<file path="src/rtl/mix_pkg.sv">
// Shared types and column maps for the iterative column mixing layer.
// Pure combinational helpers, no state; used by mix_col and the top level.
// Column maps are GF(2) XOR networks on a single 16-bit column.
package mix_pkg;

  localparam int COL_W = 16;

  typedef enum logic [1:0] {
    IDLE = 2'd0,
    RUN  = 2'd1,
    DONE = 2'd2
  } state_e;

  // Forward column map: b = input column, returns c.
  function automatic logic [COL_W-1:0] col_fwd(input logic [COL_W-1:0] b);
    logic [COL_W-1:0] c;
    c[3:0]   = b[15:12] ^ b[11:8];
    c[7:4]   = b[3:0];
    c[8]     = b[3] ^ b[4];
    c[9]     = b[0] ^ b[5];
    c[10]    = b[1] ^ b[6];
    c[11]    = b[2] ^ b[3] ^ b[7];
    c[15:12] = b[11:8];
    return c;
  endfunction

  // Inverse column map: c = input column, returns b.
  function automatic logic [COL_W-1:0] col_inv(input logic [COL_W-1:0] c);
    logic [COL_W-1:0] b;
    b[3:0]   = c[7:4];
    b[11:8]  = c[15:12];
    b[15:12] = c[3:0] ^ c[15:12];
    b[4]     = c[8] ^ c[7];
    b[5]     = c[9] ^ c[4];
    b[6]     = c[10] ^ c[5];
    b[7]     = c[11] ^ c[6] ^ c[7];
    return b;
  endfunction

endpackage

</file>
<file path="src/rtl/mix_col.sv">
// One 16-bit column of the mixing layer, forward or inverse map.
// Combinational, zero latency; no handshake of its own.
// Inverse path exists only when MIX_INV_EN is defined; otherwise inv_i is ignored.
module mix_col
  import mix_pkg::*;
(
  input  logic [COL_W-1:0] col_i,
  input  logic             inv_i,
  output logic [COL_W-1:0] col_o
);

`ifdef MIX_INV_EN
  assign col_o = inv_i ? col_inv(col_i) : col_fwd(col_i);
`else
  // Select is tied off at the top in this build; keep it visibly unused.
  logic unused_inv;
  assign unused_inv = inv_i;
  assign col_o      = col_fwd(col_i);
`endif

endmodule

</file>
<file path="src/rtl/mix_layer_iter.sv">
// Iterative column mixing layer: applies the column map in_count times, one pass per clock.
// Latency 1+in_count cycles from input handshake to out_valid; count 0 is a one-cycle pass-through.
// Accepts only in IDLE; result is held in DONE until out_ready. Optional inverse map via MIX_INV_EN.
module mix_layer_iter
  import mix_pkg::*;
#(
  parameter int NUM_COLS = 4,
  parameter int CNT_W    = 4
) (
  input  logic                      clk,
  input  logic                      rst_n,
  input  logic                      in_valid,
  output logic                      in_ready,
  input  logic [COL_W*NUM_COLS-1:0] in_data,
  input  logic [CNT_W-1:0]          in_count,
  input  logic                      in_inv,
  output logic                      out_valid,
  input  logic                      out_ready,
  output logic [COL_W*NUM_COLS-1:0] out_data,
  input  logic                      flush
);

  localparam int ST_W = COL_W * NUM_COLS;

  state_e           state_q, state_d;
  logic [ST_W-1:0]  data_q, data_d;
  logic [ST_W-1:0]  mixed;
  logic [CNT_W-1:0] cnt_q, cnt_d;
  logic             inv_q, inv_d;

  // Columns are independent: one map instance per column, all fed by the data register.
  for (genvar j = 0; j < NUM_COLS; j++) begin : g_col
    mix_col u_col (
      .col_i (data_q[COL_W*j +: COL_W]),
      .inv_i (inv_q),
      .col_o (mixed[COL_W*j +: COL_W])
    );
  end

`ifndef MIX_INV_EN
  logic unused_in_inv;
  assign unused_in_inv = in_inv;
`endif

  // Next-state, counter and data update; flush overrides everything but reset.
  always_comb begin
    state_d = state_q;
    data_d  = data_q;
    cnt_d   = cnt_q;
    inv_d   = inv_q;
    if (flush) begin
      // Data register deliberately left as-is; only control is aborted.
      state_d = IDLE;
      cnt_d   = '0;
    end else begin
      case (state_q)
        IDLE: begin
          if (in_valid) begin
            data_d  = in_data;
            cnt_d   = in_count;
`ifdef MIX_INV_EN
            inv_d   = in_inv;
`else
            inv_d   = 1'b0;
`endif
            state_d = (in_count != '0) ? RUN : DONE;
          end
        end
        RUN: begin
          data_d = mixed;
          cnt_d  = cnt_q - CNT_W'(1);
          if (cnt_q == CNT_W'(1)) begin
            state_d = DONE;
          end
        end
        DONE: begin
          // No same-cycle re-accept: IDLE is entered first, in_ready follows.
          if (out_ready) begin
            state_d = IDLE;
          end
        end
        default: begin
          state_d = IDLE;
        end
      endcase
    end
  end

  // State and datapath registers with asynchronous reset.
  always_ff @(posedge clk or negedge rst_n) begin
    if (!rst_n) begin
      state_q <= IDLE;
      data_q  <= '0;
      cnt_q   <= '0;
      inv_q   <= 1'b0;
    end else begin
      state_q <= state_d;
      data_q  <= data_d;
      cnt_q   <= cnt_d;
      inv_q   <= inv_d;
    end
  end

  assign in_ready  = (state_q == IDLE);
  assign out_valid = (state_q == DONE);
  assign out_data  = data_q;

endmodule

</file>
<file path="config.mk">
export PLATFORM = sky130hd
export DESIGN_NAME = mix_layer_iter
export DESIGN_NICKNAME = d
export VERILOG_FILES = /design/src/rtl/mix_pkg.sv /design/src/rtl/mix_col.sv /design/src/rtl/mix_layer_iter.sv
export SDC_FILE = /design/constraint.sdc
export NUM_CORES = 1
export LEC_CHECK = 0
export ABC_AREA = 1
export CORE_ASPECT_RATIO = 1.75
export CORE_MARGIN = 1.5
export CORE_UTILIZATION = 23
export DETAILED_ROUTE_END_ITERATION = 16
export PLACE_DENSITY = 0.57
export SYNTH_ARGS = -nofsm -noshare
export SYNTH_HDL_FRONTEND = slang
export SYNTH_SLANG_ARGS = --single-unit
</file>
<file path="constraint.sdc">
create_clock -name clk -period 2.4 [get_ports clk]
set_input_delay 0.48 -clock clk [delete_from_list [all_inputs] [get_ports clk]]
set_output_delay 0.48 -clock clk [all_outputs]
set_load 0.03 [all_outputs]
</file>
After elaboration in Yosys (flattened, before gate mapping):

Cells that the tools add are included.
W data, S select, Z words.

* bits in registers: 70
* input port bits: 74
* word-level logic and storage cells: 54

* $add $sub $neg: 1
* equality and inequality tests: 7
* muxes and demuxes: 11
* bitwise operators: 25
* reduce and logical (&&, ||, !) cells: 7

Operator list (count)
* $pmux W64 S2: 1
* $mux W64: 1
* $xor A1 B1 Y1: 20
* $xor A4 B4 Y4: 4
* $mux W2: 5
* $mux W4: 2
* $pmux W4 S2: 1
* $pmux W2 S3: 1
* $reduce_and A3 Y1: 2
* $eq A4 B1 Y1 const B: 1
* $reduce_bool A4 Y1: 1
* $sub A4 B1 Y4 const B: 1
* $ne A3 B1 Y1 const B: 1
* $ne A3 B2 Y1 const B: 1
* $ne A3 B3 Y1 const B: 1
* $reduce_bool A3 Y1: 1
* $eq A2 B1 Y1 const B: 1
* $eq A2 B2 Y1 const B: 1
* $logic_not A2 Y1: 1
* $ne A2 B2 Y1 const B: 1
* $reduce_and A2 Y1: 1
* $reduce_bool A2 Y1: 1
* $not A1 Y1: 1

Longest topological paths before layout:

* word-level depth: 5
* mapped depth: 8
* mapped depth without buffers: 7

Modules after synthesis:

A second synthesis with hierarchy kept.

* cells, all modules: 510
* area total of the unflattened synthesis: 4274.1 µm²

Modules (own cells, without submodules)
* mix_layer_iter: instances 1, cells an instance 414, area an instance 3638.5 µm², sequential area each 1751.7 µm²
* mix_col: instances 4, cells an instance 24, area an instance 158.9 µm², sequential area each 0.0 µm²

Least setup slack after synthesis:

No wires, ideal clock.

* path kind: register to output
* start: register state_q[0]
* end: output port out_valid
* arrival time: 0.910 ns
* required time: 1.920 ns
* path slack: 1.010 ns
* stages on the path, launching flop included: 2
* cell sequence: dfrtp_1 -> nor2_1

* word-level cells in the longest chain between the ends: 1

RTL lines
* start, declared: line mix_layer_iter.sv:25 `state_e state_q, state_d;`
* start signal, assigned: line mix_layer_iter.sv:97 `state_q <= state_d;`
* $eq A2 B2 Y1: line mix_layer_iter.sv:105 `assign out_valid = (state_q == DONE);`
* end, declared: line mix_layer_iter.sv:17 `output logic out_valid,`

No other way between the ends.

Final worst setup path:

Ends and elaborated chain as after synthesis.

==> results by group <==
Outcome
  • Status: finished clean

Worst setup path
  • Worst R2R Start: state_q[1]
  • CP Class: reg -> out
  • Critical path's largest stage delay: 0.71 ns
  • Capturing element type of the critical path: output port
  • Stages on worst setup path: 2
  • FF-to-FF path depth: 7
  • Critical-path cell list: nor2_1 -> clkdlybuf4s50_1
  • R2R setup slack: 0.74 ns
  • Worst path slowest cell: clkdlybuf4s50_1
  • R2R Path End: out_data[42]
  • Crit-path max FO: 4
  • Top delay family on crit path: buffers and inverters
  • Crit. Startpoint: state_q[0]
  • CP bufs+invs: 1
  • WP data required: 1.92 ns
  • Startpoint Class: flop
  • Critical Path AT: 1.69 ns
  • Capture point of the worst path: out_valid

Placement
  • Setup slack after placement: 0.293 ns
  • Placed Area: 0.00561 mm2
  • Post-DP HPWL: 8.92 mm
  • Gpl congestion: 0.739
  • Placed Cells incl. Taps: 918
  • Port Buf Inserts: 138

Global routing
  • Aggregate global-route resource usage: 0.138
  • Largest net degree at the start of global routing: 58
  • Initial antenna violation count: 0
  • GRT Residual Overflow: 0
  • First-pass GRT wire length: 19.1 mm
  • Vias in the first global route: 3,835

STA
  • Measured slew at the worst slew-check pin: 0.587 ns
  • Setup ws final: 0.227 ns
  • Worst slew margin: 0.608
  • Final setup viols: 0
  • Min cycle time layout: 2.17 ns
  • Sum Neg Setup Slack: 0 ns
  • Max Transition Viols Final: 0
  • Final hold vios: 0
  • Clock skew: 0.00954 ns
  • RSZ-0062 raised after global routing: false
  • Fin crit share: 0.905
  • Fmax: 0.460 GHz

Detailed routing
  • Detailed-route DRC error count: 0
  • Vias per cell: 4.28
  • Antenna Nets Post-Route: 0
  • 1st-pass router iterations: 4
  • Iteration-0 DRC Markers: 115
  • Detailed Route WL: 12.5 mm
  • Vias: 3,994
  • Drt wl/cell: 13.3 um

Floorplan
  • Die height: 177 um
  • I/O pins: 140
  • Row count: 63
  • Die area: 0.0182 mm2
  • DIE WIDTH: 103 um
  • Initial Utilization: 0.235
  • Core Footprint: 0.0170 mm2

Clock network
  • Post CTS Setup Buffer Count: 0
  • TritonCTS Buffers: 9
  • CTS sink cnt: 70
  • Worst skew pair latency: 0.33 ns
  • Clock Pin Slew Worst Setup and Hold Paths: 0.06 ns
  • Deepest clock path buffer count: 2
  • TritonCTS clock tree: done
  • Hold buffer count at CTS: 0
  • H-tree depth: 3
  • Root Driver: clkbuf_16
  • Post-CTS sizing: 0

Yosys
  • Cell with the most instances after synthesis: nand2_1
  • #FFs+latches synth: 70
  • Mean post-synth cell area: 7.01 um2
  • Synth unique cells: 20
  • Top cell type's share of synthesized area: 0.438
  • Mapped Area: 0.00400 mm2
  • Synth warnings: 0
  • Mapped Cells: 571
  • Share of the yosys chip area belonging to registers: 0.438
  • Leading cell types by count after synthesis: 198 x nand2_1, 84 x nor2_1, 70 x dfrtp_1
  • Largest area contributor in the netlist: dfrtp_1
  • Post-synth net total: 647
  • Synth Flop Type: dfrtp_1
  • Top cells by area, synth: dfrtp_1 44%, nand2_1 19%, nor2_1 7.9%, o21ai_0 7.0%, inv_1 5.0%
  • Post-synth ARST share: 1.00
  • Post-synth EDFFs: 0

Power
  • Maximum vdd ir drop: 0.824 mV
  • Static Leak: 2.66 nW
  • Power per Cell Area: 1460 mW/mm2
  • Clk pwr share: 0.173
  • Sw Share: 0.466
  • Sequential share of power: 0.264
  • Psw: 0.00406 W
  • Int Pwr: 0.00465 W
  • Logic pwr share: 0.563

Cells and area
  • Multi-input gate area: 0.00187 mm2
  • Reg area: 0.00175 mm2
  • Layout Cells excl Fill: 934
  • Fillers: 1,868
  • Area growth syn-to-layout: 48.6%
  • Final Cell Area: 0.00595 mm2
  • NumNets Final: 778
  • ANT cells: 0
  • Share of cells above drive strength 1: 0.0537

Hold path
  • HP Class: in -> async

Flow run
  • Max Cap Violations: 0
==> placed cells by master, fill, tap and decap left out, drive strengths merged <==
cell type      netlist  final
or2                  7      7
o21ai               70     70
nor2                85     85
xnor2               14     14
buf                 22     10
clkbuf               5     12
nand3               22     22
clkinv               0      1
o211ai              13     13
a21oi                6      6
nand2              200    200
dfrtp               70     70
inv                 55     56
clkdlybuf4s50        0    137
bufinv               0      2
ha                   2      2
==> layout make-up <==
type | instances | area share
multi-input combinational | 419 | 0.315
sequential | 70 | 0.295
timing repair buffer | 147 | 0.252
tap | 227 | 0.0478
clock buffer | 12 | 0.0431
inverter | 55 | 0.0347
clock inverter | 4 | 0.0130
==> registers in the layout, summed over array words and instances, names as in the netlist <==
| signal | count |
|---|---|
| out_data | 64 |
| cnt_q | 4 |
| state_q | 2 |
==> worst min-delay path by stage <==
stage	from	slack [ns]	cells past startpoint	endpoint
6_report	rst_n	0.11	1	out_data[52]
5_1_grt	rst_n	0.14	1	out_data[52]
4_1_cts	rst_n	0.12	1	out_data[52]
3_5_place_dp	rst_n	0.48	1	out_data[52]
3_3_place_gp	rst_n	0.49	1	out_data[52]
2_1_floorplan	rst_n	0.18	0	cnt_q[0]
==> metal layers <==
| layer | share of wire | track usage | up-vias |
|---|---|---|---|
| met5 | 0 | 0 | - |
| met4 | 0.020 | 0.0548 | 0 |
| met3 | 0.039 | 0.0232 | 10 |
| met2 | 0.52 | 0.250 | 92 |
| met1 | 0.42 | 0.157 | 1862 |
| li1 | - | - | 2030 |
==> worst register-to-register path: cells and delay by family, from the launching register on <==
kind / cells / cell delay [ns]
buf+inv: 3 / 0.61
flops: 1 / 0.41
simple gates: 3 / 0.42
compound gates: 1 / 0.10
==> cell families (layout without fill, tap and decap cells) <==
group           after synthesis  in the layout  share of synthesized area
compound gates               89             89                      0.122
xor+xnor                     14             14                     0.0306
fa+ha+maj                     2              2                    0.00625
buf+inv                      82            218                     0.0941
flops                        70             70                      0.438
simple gates                314            314                      0.309
==> power by group through the flow <==
stage / Combinational, W / Clock [W] / Sequential, W
after CTS: 0.00499 / 0.00156 / 0.00231
after detailed placement: 0.00497 / 0 / 0.00232
after global routing: 0.00541 / 0.00161 / 0.00238
after floorplan: 0.00216 / 0 / 0.00326
after global placement: 0.00493 / 0 / 0.00232
final: 0.00490 / 0.00150 / 0.00230
==> per-stage QoR <==
step | hold WS (ns) | util | power, W
2_1_floorplan | 0.184 | - | 0.00542
3_3_place_gp | 0.487 | 0.330 | 0.00725
3_5_place_dp | 0.484 | 0.330 | 0.00729
6_report | 0.108 | 0.349 | 0.00871
4_1_cts | 0.121 | 0.349 | 0.00886
5_1_grt | 0.139 | 0.349 | 0.00940
(Power assumes the default switching activity.)
